`src/rtl/conv_ecc_pkg.sv`:
```
// -----------------------------------------------------------------------------
// conv_ecc_pkg
// Shared definitions for the convolutional ECC engine scheduler.
//   DATA_WIDTH / CODEWORD_WIDTH : default engine data and codeword widths
//   sched_state_t               : scheduler FSM states
//   requester_t                 : identifies the encode or decode requester
//   other_side()                : the requester opposite to the given one
// -----------------------------------------------------------------------------
package conv_ecc_pkg;

    localparam int DATA_WIDTH     = 8;
    localparam int CODEWORD_WIDTH = 16;

    typedef enum logic [1:0] {
        IDLE  = 2'd0,
        ISSUE = 2'd1,
        WAIT  = 2'd2,
        RESP  = 2'd3
    } sched_state_t;

    typedef enum logic {
        REQ_ENC = 1'b0,
        REQ_DEC = 1'b1
    } requester_t;

    function automatic requester_t other_side(input requester_t side);
        requester_t res;
        if (side == REQ_ENC) begin
            res = REQ_DEC;
        end else begin
            res = REQ_ENC;
        end
        return res;
    endfunction

endpackage

```
`src/rtl/conv_ecc_rr_arb2.sv`:
```
// -----------------------------------------------------------------------------
// conv_ecc_rr_arb2
// Two-way round-robin pick between the encode and decode requesters.
// A lone request is granted directly; on a tie the side that was not served
// last wins.
// Ports:
//   i_req[0]       encode request
//   i_req[1]       decode request
//   i_last_served  requester granted most recently
//   o_gnt_valid    at least one request present
//   o_gnt          chosen requester (REQ_ENC when nothing is requested)
// -----------------------------------------------------------------------------
module conv_ecc_rr_arb2
    import conv_ecc_pkg::*;
(
    input  logic [1:0]  i_req,
    input  requester_t  i_last_served,
    output logic        o_gnt_valid,
    output requester_t  o_gnt
);

    // Combinational round-robin choice.
    always_comb begin
        o_gnt_valid = |i_req;
        o_gnt       = REQ_ENC;
        case (i_req)
            2'b01:   o_gnt = REQ_ENC;
            2'b10:   o_gnt = REQ_DEC;
            2'b11:   o_gnt = other_side(i_last_served);
            default: o_gnt = REQ_ENC;
        endcase
    end

endmodule

```
`src/rtl/conv_ecc_scheduler.sv`:
```
// -----------------------------------------------------------------------------
// conv_ecc_scheduler
// Shares one rate-1/2 convolutional ECC engine between an encode requester and
// a decode requester. A whole frame is granted to one side; beats are issued
// one at a time, the engine result is captured after ENG_LATENCY cycles and
// held on that side's response stream until accepted.
//
// Ports:
//   clk, rst                         clock, synchronous active-high reset
//   enc_req_valid/ready/data/last    encode beat input stream
//   enc_rsp_valid/ready/codeword/last encode result stream
//   dec_req_valid/ready/codeword/last decode beat input stream
//   dec_rsp_valid/ready/data/last/err decode result stream, err={corrected,detected}
//   eng_encode_en / eng_decode_en    one-cycle engine strobes
//   eng_data_in / eng_codeword_in    engine operands, stable from strobe to capture
//   eng_codeword_out / eng_data_out  engine results
//   eng_error_detected/corrected     engine decode status
//   busy                             a frame is currently granted
//
// Optional feature (macro CONV_ECC_SCHED_ERRCNT_EN):
//   err_cnt_clr (in), err_cnt[15:0] (out): saturating count of decode
//   responses delivered with error_detected set; clear wins over increment.
// -----------------------------------------------------------------------------
module conv_ecc_scheduler
    import conv_ecc_pkg::*;
#(
    parameter int DATA_WIDTH     = conv_ecc_pkg::DATA_WIDTH,
    parameter int CODEWORD_WIDTH = conv_ecc_pkg::CODEWORD_WIDTH,
    parameter int ENG_LATENCY    = 1,
    parameter int MAX_BEATS      = 64
) (
    input  logic                      clk,
    input  logic                      rst,
    input  logic                      enc_req_valid,
    output logic                      enc_req_ready,
    input  logic [DATA_WIDTH-1:0]     enc_req_data,
    input  logic                      enc_req_last,
    output logic                      enc_rsp_valid,
    input  logic                      enc_rsp_ready,
    output logic [CODEWORD_WIDTH-1:0] enc_rsp_codeword,
    output logic                      enc_rsp_last,
    input  logic                      dec_req_valid,
    output logic                      dec_req_ready,
    input  logic [CODEWORD_WIDTH-1:0] dec_req_codeword,
    input  logic                      dec_req_last,
    output logic                      dec_rsp_valid,
    input  logic                      dec_rsp_ready,
    output logic [DATA_WIDTH-1:0]     dec_rsp_data,
    output logic                      dec_rsp_last,
    output logic [1:0]                dec_rsp_err,
    output logic                      eng_encode_en,
    output logic                      eng_decode_en,
    output logic [DATA_WIDTH-1:0]     eng_data_in,
    output logic [CODEWORD_WIDTH-1:0] eng_codeword_in,
    input  logic [CODEWORD_WIDTH-1:0] eng_codeword_out,
    input  logic [DATA_WIDTH-1:0]     eng_data_out,
    input  logic                      eng_error_detected,
    input  logic                      eng_error_corrected,
    output logic                      busy
`ifdef CONV_ECC_SCHED_ERRCNT_EN
    ,
    input  logic                      err_cnt_clr,
    output logic [15:0]               err_cnt
`endif
);

    localparam int LAT_W  = 3;
    localparam int BEAT_W = $clog2(MAX_BEATS);

    sched_state_t              r_state;
    sched_state_t              w_state_nxt;
    requester_t                r_gnt;
    requester_t                r_last_served;
    logic                      r_busy;
    logic                      r_req_last;
    logic [LAT_W-1:0]          r_lat_cnt;
    logic [BEAT_W-1:0]         r_beat_cnt;
    logic [DATA_WIDTH-1:0]     r_eng_data;
    logic [CODEWORD_WIDTH-1:0] r_eng_codeword;

    logic                      r_enc_rsp_valid;
    logic [CODEWORD_WIDTH-1:0] r_enc_rsp_codeword;
    logic                      r_enc_rsp_last;
    logic                      r_dec_rsp_valid;
    logic [DATA_WIDTH-1:0]     r_dec_rsp_data;
    logic                      r_dec_rsp_last;
    logic [1:0]                r_dec_rsp_err;

    logic                      w_arb_valid;
    requester_t                w_arb_gnt;
    logic                      w_enc_fire;
    logic                      w_dec_fire;
    logic                      w_lat_done;
    logic                      w_rsp_hs;
    logic                      w_rsp_last;
    logic                      w_cap_last;

    conv_ecc_rr_arb2 u_arb (
        .i_req         ({dec_req_valid, enc_req_valid}),
        .i_last_served (r_last_served),
        .o_gnt_valid   (w_arb_valid),
        .o_gnt         (w_arb_gnt)
    );

    // Response handshake of the granted side and its frame-end flag.
    always_comb begin
        w_rsp_hs   = 1'b0;
        w_rsp_last = 1'b0;
        if (r_gnt == REQ_ENC) begin
            w_rsp_hs   = (r_state == RESP) & r_enc_rsp_valid & enc_rsp_ready;
            w_rsp_last = r_enc_rsp_last;
        end else begin
            w_rsp_hs   = (r_state == RESP) & r_dec_rsp_valid & dec_rsp_ready;
            w_rsp_last = r_dec_rsp_last;
        end
    end

    // The frame closes on the requester's last flag or when the beat cap is hit.
    assign w_cap_last = r_req_last | (r_beat_cnt == BEAT_W'(MAX_BEATS - 1));

    // FSM next-state and issue strobes.
    always_comb begin
        w_state_nxt = r_state;
        w_enc_fire  = 1'b0;
        w_dec_fire  = 1'b0;
        w_lat_done  = 1'b0;
        case (r_state)
            IDLE: begin
                if (w_arb_valid) begin
                    w_state_nxt = ISSUE;
                end else begin
                    w_state_nxt = IDLE;
                end
            end
            ISSUE: begin
                // Gated by rst so a beat is never consumed in a reset cycle.
                if (r_gnt == REQ_ENC) begin
                    w_enc_fire = enc_req_valid & ~rst;
                end else begin
                    w_dec_fire = dec_req_valid & ~rst;
                end
                if (w_enc_fire | w_dec_fire) begin
                    w_state_nxt = WAIT;
                end else begin
                    w_state_nxt = ISSUE;
                end
            end
            WAIT: begin
                if (r_lat_cnt == LAT_W'(ENG_LATENCY - 1)) begin
                    w_lat_done  = 1'b1;
                    w_state_nxt = RESP;
                end else begin
                    w_state_nxt = WAIT;
                end
            end
            RESP: begin
                if (w_rsp_hs) begin
                    if (w_rsp_last) begin
                        w_state_nxt = IDLE;
                    end else begin
                        w_state_nxt = ISSUE;
                    end
                end else begin
                    w_state_nxt = RESP;
                end
            end
            default: w_state_nxt = IDLE;
        endcase
    end

    // FSM state register.
    always_ff @(posedge clk) begin
        if (rst) begin
            r_state <= IDLE;
        end else begin
            r_state <= w_state_nxt;
        end
    end

    // Grant, frame bookkeeping and latency counter.
    always_ff @(posedge clk) begin
        if (rst) begin
            r_gnt         <= REQ_ENC;
            r_last_served <= REQ_DEC;
            r_busy        <= 1'b0;
            r_req_last    <= 1'b0;
            r_lat_cnt     <= '0;
            r_beat_cnt    <= '0;
        end else begin
            case (r_state)
                IDLE: begin
                    if (w_arb_valid) begin
                        r_gnt  <= w_arb_gnt;
                        r_busy <= 1'b1;
                    end
                end
                ISSUE: begin
                    if (w_enc_fire) begin
                        r_req_last <= enc_req_last;
                        r_lat_cnt  <= '0;
                    end else if (w_dec_fire) begin
                        r_req_last <= dec_req_last;
                        r_lat_cnt  <= '0;
                    end
                end
                WAIT: begin
                    if (!w_lat_done) begin
                        r_lat_cnt <= r_lat_cnt + LAT_W'(1);
                    end
                end
                RESP: begin
                    if (w_rsp_hs) begin
                        if (w_rsp_last) begin
                            r_last_served <= r_gnt;
                            r_beat_cnt    <= '0;
                            r_busy        <= 1'b0;
                        end else begin
                            r_beat_cnt <= r_beat_cnt + BEAT_W'(1);
                        end
                    end
                end
                default: ;
            endcase
        end
    end

    // Operand holding registers for the engine inputs.
    always_ff @(posedge clk) begin
        if (rst) begin
            r_eng_data     <= '0;
            r_eng_codeword <= '0;
        end else begin
            if (w_enc_fire) begin
                r_eng_data <= enc_req_data;
            end
            if (w_dec_fire) begin
                r_eng_codeword <= dec_req_codeword;
            end
        end
    end

    // Response registers: capture at end of latency, release on handshake.
    always_ff @(posedge clk) begin
        if (rst) begin
            r_enc_rsp_valid    <= 1'b0;
            r_enc_rsp_codeword <= '0;
            r_enc_rsp_last     <= 1'b0;
            r_dec_rsp_valid    <= 1'b0;
            r_dec_rsp_data     <= '0;
            r_dec_rsp_last     <= 1'b0;
            r_dec_rsp_err      <= 2'b00;
        end else begin
            if (w_lat_done && (r_gnt == REQ_ENC)) begin
                r_enc_rsp_valid    <= 1'b1;
                r_enc_rsp_codeword <= eng_codeword_out;
                r_enc_rsp_last     <= w_cap_last;
            end else if (w_rsp_hs && (r_gnt == REQ_ENC)) begin
                r_enc_rsp_valid <= 1'b0;
            end
            if (w_lat_done && (r_gnt == REQ_DEC)) begin
                r_dec_rsp_valid <= 1'b1;
                r_dec_rsp_data  <= eng_data_out;
                r_dec_rsp_last  <= w_cap_last;
                r_dec_rsp_err   <= {eng_error_corrected, eng_error_detected};
            end else if (w_rsp_hs && (r_gnt == REQ_DEC)) begin
                r_dec_rsp_valid <= 1'b0;
            end
        end
    end

`ifdef CONV_ECC_SCHED_ERRCNT_EN
    logic [15:0] r_err_cnt;

    // Saturating count of decode responses delivered with an error detected.
    always_ff @(posedge clk) begin
        if (rst) begin
            r_err_cnt <= 16'h0000;
        end else if (err_cnt_clr) begin
            r_err_cnt <= 16'h0000;
        end else if (w_rsp_hs && (r_gnt == REQ_DEC) && r_dec_rsp_err[0] &&
                     (r_err_cnt != 16'hFFFF)) begin
            r_err_cnt <= r_err_cnt + 16'h0001;
        end
    end

    assign err_cnt = r_err_cnt;
`endif

    // The request-side handshake and strobe coincide: the engine samples the
    // operand in the very cycle the beat is accepted.
    assign enc_req_ready    = w_enc_fire;
    assign dec_req_ready    = w_dec_fire;
    assign eng_encode_en    = w_enc_fire;
    assign eng_decode_en    = w_dec_fire;
    assign eng_data_in      = w_enc_fire ? enc_req_data : r_eng_data;
    assign eng_codeword_in  = w_dec_fire ? dec_req_codeword : r_eng_codeword;

    assign enc_rsp_valid    = r_enc_rsp_valid;
    assign enc_rsp_codeword = r_enc_rsp_codeword;
    assign enc_rsp_last     = r_enc_rsp_last;
    assign dec_rsp_valid    = r_dec_rsp_valid;
    assign dec_rsp_data     = r_dec_rsp_data;
    assign dec_rsp_last     = r_dec_rsp_last;
    assign dec_rsp_err      = r_dec_rsp_err;
    assign busy             = r_busy;

endmodule

```
`config.mk`:
```
export PLATFORM = sky130hd
export DESIGN_NAME = conv_ecc_scheduler
export DESIGN_NICKNAME = d
export VERILOG_FILES = /design/src/rtl/conv_ecc_pkg.sv /design/src/rtl/conv_ecc_rr_arb2.sv /design/src/rtl/conv_ecc_scheduler.sv
export SDC_FILE = /design/constraint.sdc
export NUM_CORES = 1
export LEC_CHECK = 0
export BUFFER_PORTS_ARGS = -buffer_cell sky130_fd_sc_hd__buf_4
export CORE_UTILIZATION = 52
export CTS_CLUSTER_DIAMETER = 40
export DETAILED_ROUTE_END_ITERATION = 6
export MAX_ROUTING_LAYER = met4
export PLACE_DENSITY = 0.91
export SYNTH_ARGS = -nofsm -noshare
export SYNTH_HDL_FRONTEND = slang
export SYNTH_HIERARCHICAL = 1
export SYNTH_SLANG_ARGS = --single-unit
```
`constraint.sdc`:
```
create_clock -name clk -period 6.9 [get_ports clk]
set_input_delay 1.38 -clock clk [delete_from_list [all_inputs] [get_ports clk]]
set_output_delay 1.38 -clock clk [all_outputs]
set_load 0.01 [all_outputs]
```
==> reports/summary.txt <==
Status = finished, final reports clean
Final period utilization = 71.26%
CTS tree = yes
Post-layout util = 76.12%
FMAX = 0.2034 GHz
Pin count of the biggest net entering global routing = 73
Die height = 76.97 um
Worst path top cell family by delay = simple AND/OR/NAND/NOR gates
Hold Fails Final Rpt = 0
RSZ-0062 raised after global routing = no
Worst endpoint data arrival time = 3.54 ns
Clock Power Share = 41.2%
Seq cells post-synth = 69
Worst Path Buf+Inv = 2
Global-route wire length before repair = 10,530 um
Top_reg_cell synth = dfxtp_1
Gr usage total = 23.29%
Worst setup path category = in2out
Top-Level Pins = 117
Worst Max-Slew Pin Slew = 1.131 ns
Htree depth = 3
Initial antenna violation count = 0
Worst Reg-to-Reg Cells = 4
Final Skew = 0.008537 ns
Comb pwr share = 11.0%
Port bufs = 116
Hold path cells = 2
Maximum Capacitance Violations = 0
Post-synth EDFFs = 0
Row count = 26
Fraction of registers with async set/reset = 0%
Pwr Density = 219.1 nW/um2
Grt ovf = 0
Critical path depth in cells = 5
CTS root buf = clkbuf_8
Syn. warnings = 6
Routability cong. = 0.8268
Detail Placement HPWL = 4625 um
Post-route cell area = 4011 um2
Final TNS setup = 0 ns
Worst relative slew slack = 24.22%
Cell internal pwr = 0.6758 mW
Core area = 5270 um2
Avg WL per Cell = 13.66 um
Clock Tree Buf Depth = 2
Sw frac = 23.10%
Post-CTS setup buffers = 0
Startpoint Class = input pin
Syn_nets = 362
Sequential element share of the synthesized area = 47.26%
Max Slew Vio Count = 0
Post-layout min period = 4.917 ns
Initial Util = 55.46%
Placed instance area = 3787 um2
P&R area growth vs syn = 37.24%
Reg power frac = 47.7%
Peak VDD IR = 0.1473 mV
Cell count after synthesis = 301
Antenna viol nets, final = 0
Total power = 0.8787 mW
Remaining DRCs = 0
Ant diodes = 0
Number of hold buffers added after CTS = 0
Post-cts sizing count = 0
Share of layout cells above drive strength 1 = 40.82%
Sink Count = 69
Unique masters post-synth = 43
Pleak = 1.826 nW
Required time worst endpoint = 5.52 ns
Hold Crit Class = reg2reg
Routed WL = 6610 um
Mapped Area = 2923 um2
Worst-Skew Late Latency = 0.34 ns
Crit end category = primary output
CP peak stage delay = 0.71 ns
Fillers = 363
Die ar. = 5924 um2
CP max FO = 72
Setup WS post-layout = 1.983 ns
Average size of a mapped cell = 9.710 um2
Worst path slowest cell = nor2_2
Chip width = 76.97 um
Number of global-route vias before repair = 2,297
Worst path most repeated cell = buf_4
Clock transition at the registers of the reported paths = 0.07 ns
CP Cell Sequence = buf_4 > or3b_4 > nor2_2 > mux2_2 > buf_4
DR pass1 iterations = 4
Psw = 0.2030 mW
Final #Nets = 470
Num CTS Buffers = 9
Via density = 5.163
Detailed Route Iter0 Violations = 167
Endpoints failing setup = 0
Routed vias = 2,499
Place WS = 1.978 ns
==> worst reg2reg max path: stages (launching register included) <==
cell and delay (ns):
dfxtp_1 0.64, mux2i_1 0.73, o2111ai_1 0.35, or3b_2 0.53, a21oi_1 0.15
==> layout by cell type, fill, tap and decap left out, drive strengths merged, types with 3 or more instances in the layout <==
master / instances
ha: 3
dfxtp: 69
buf: 116
mux2: 24
or3b: 3
mux2i: 15
nand2b: 5
nor2b: 29
a21oi: 27
inv: 3
nand3: 5
nand2: 39
clkbuf: 10
o21ai: 8
a211oi: 3
clkinv: 3
o21a: 4
nor2: 20
==> Yosys cell counts, drive strengths merged, types with 3 or more instances <==
cell type / n / area, um2
mux2: 24 / 296.5
mux2i: 15 / 150.1
nand2: 39 / 146.4
a211oi: 3 / 22.52
nor2: 20 / 77.58
or3b: 3 / 31.28
o21ai: 8 / 40.04
nor2b: 29 / 234.0
buf: 8 / 57.55
inv: 3 / 11.26
nand3: 5 / 25.02
clkbuf: 11 / 41.29
o21a: 4 / 30.03
a21oi: 27 / 135.1
nand2b: 5 / 31.28
dfxtp: 69 / 1381
ha: 3 / 37.54
==> sequential cells by signal, summed over array words and instances, names as in the netlist <==
name and cells:
r_gnt 1, enc_rsp_valid 1, busy 1, r_lat_cnt 3, dec_rsp_err 2, enc_rsp_codeword 16
r_beat_cnt 6, r_req_last 1, dec_rsp_valid 1, dec_rsp_data 8, r_eng_codeword 16, r_eng_data 8
r_state 2, dec_rsp_last 1, enc_rsp_last 1, r_last_served 1
==> through the flow <==
stage,hold WS [ns],std cells
floorplan,0.4582,301
global placement,0.4420,468
detailed placement,0.4506,468
CTS,0.4611,484
global route,0.4821,484
finish,0.4585,484
==> power groups by stage <==
stage          clock [mW]  combinational [mW]  sequential [mW]
4_1_cts             0.366              0.0973            0.419
3_5_place_dp            0              0.0969            0.428
2_1_floorplan           0              0.0504            0.426
6_report            0.362              0.0969            0.420
3_3_place_gp            0              0.0939            0.428
5_1_grt             0.388               0.105            0.421
==> layout make-up <==
class                           instances  area (um2)  share of cell area [%]
Multi-Input combinational cell        210        1436                   35.81
Sequential cell                        69        1381                   34.44
Clock inverter                          6       86.33                   2.152
Tap cell                               70       87.58                   2.183
Clock buffer                           10       137.6                   3.431
Inverter                                3       11.26                  0.2807
Timing Repair Buffer                  116       870.8                   21.71
==> cell families after synthesis <==
| family | synth area share (%) |
|---|---|
| adder cells (fa/ha/maj) | 1.284 |
| multiplexers | 15.28 |
| buffers and inverters | 3.767 |
| AO/OA/AOI/OAI | 9.590 |
| AND/OR/NAND/NOR | 22.82 |
| flip-flops | 47.26 |
==> final timing paths <==
check / slack, ns / endpoint / startpoint
max: 1.98 / eng_codeword_in[0] / rst
min: 0.46 / enc_rsp_codeword[3] / enc_rsp_codeword[3]
max reg2reg: 4.42 / r_beat_cnt[2] / r_gnt
min reg2reg: 0.46 / enc_rsp_codeword[3] / enc_rsp_codeword[3]
==> metal layers <==
| layer | track usage (%) | wire, um |
|---|---|---|
| met1 | 27.50 | 2884 |
| met2 | 36.61 | 3114 |
| met3 | 6.429 | 471 |
| met4 | 11.32 | 138 |
| met5 | - | 0 |
Power figures use the tool's default switching activity.
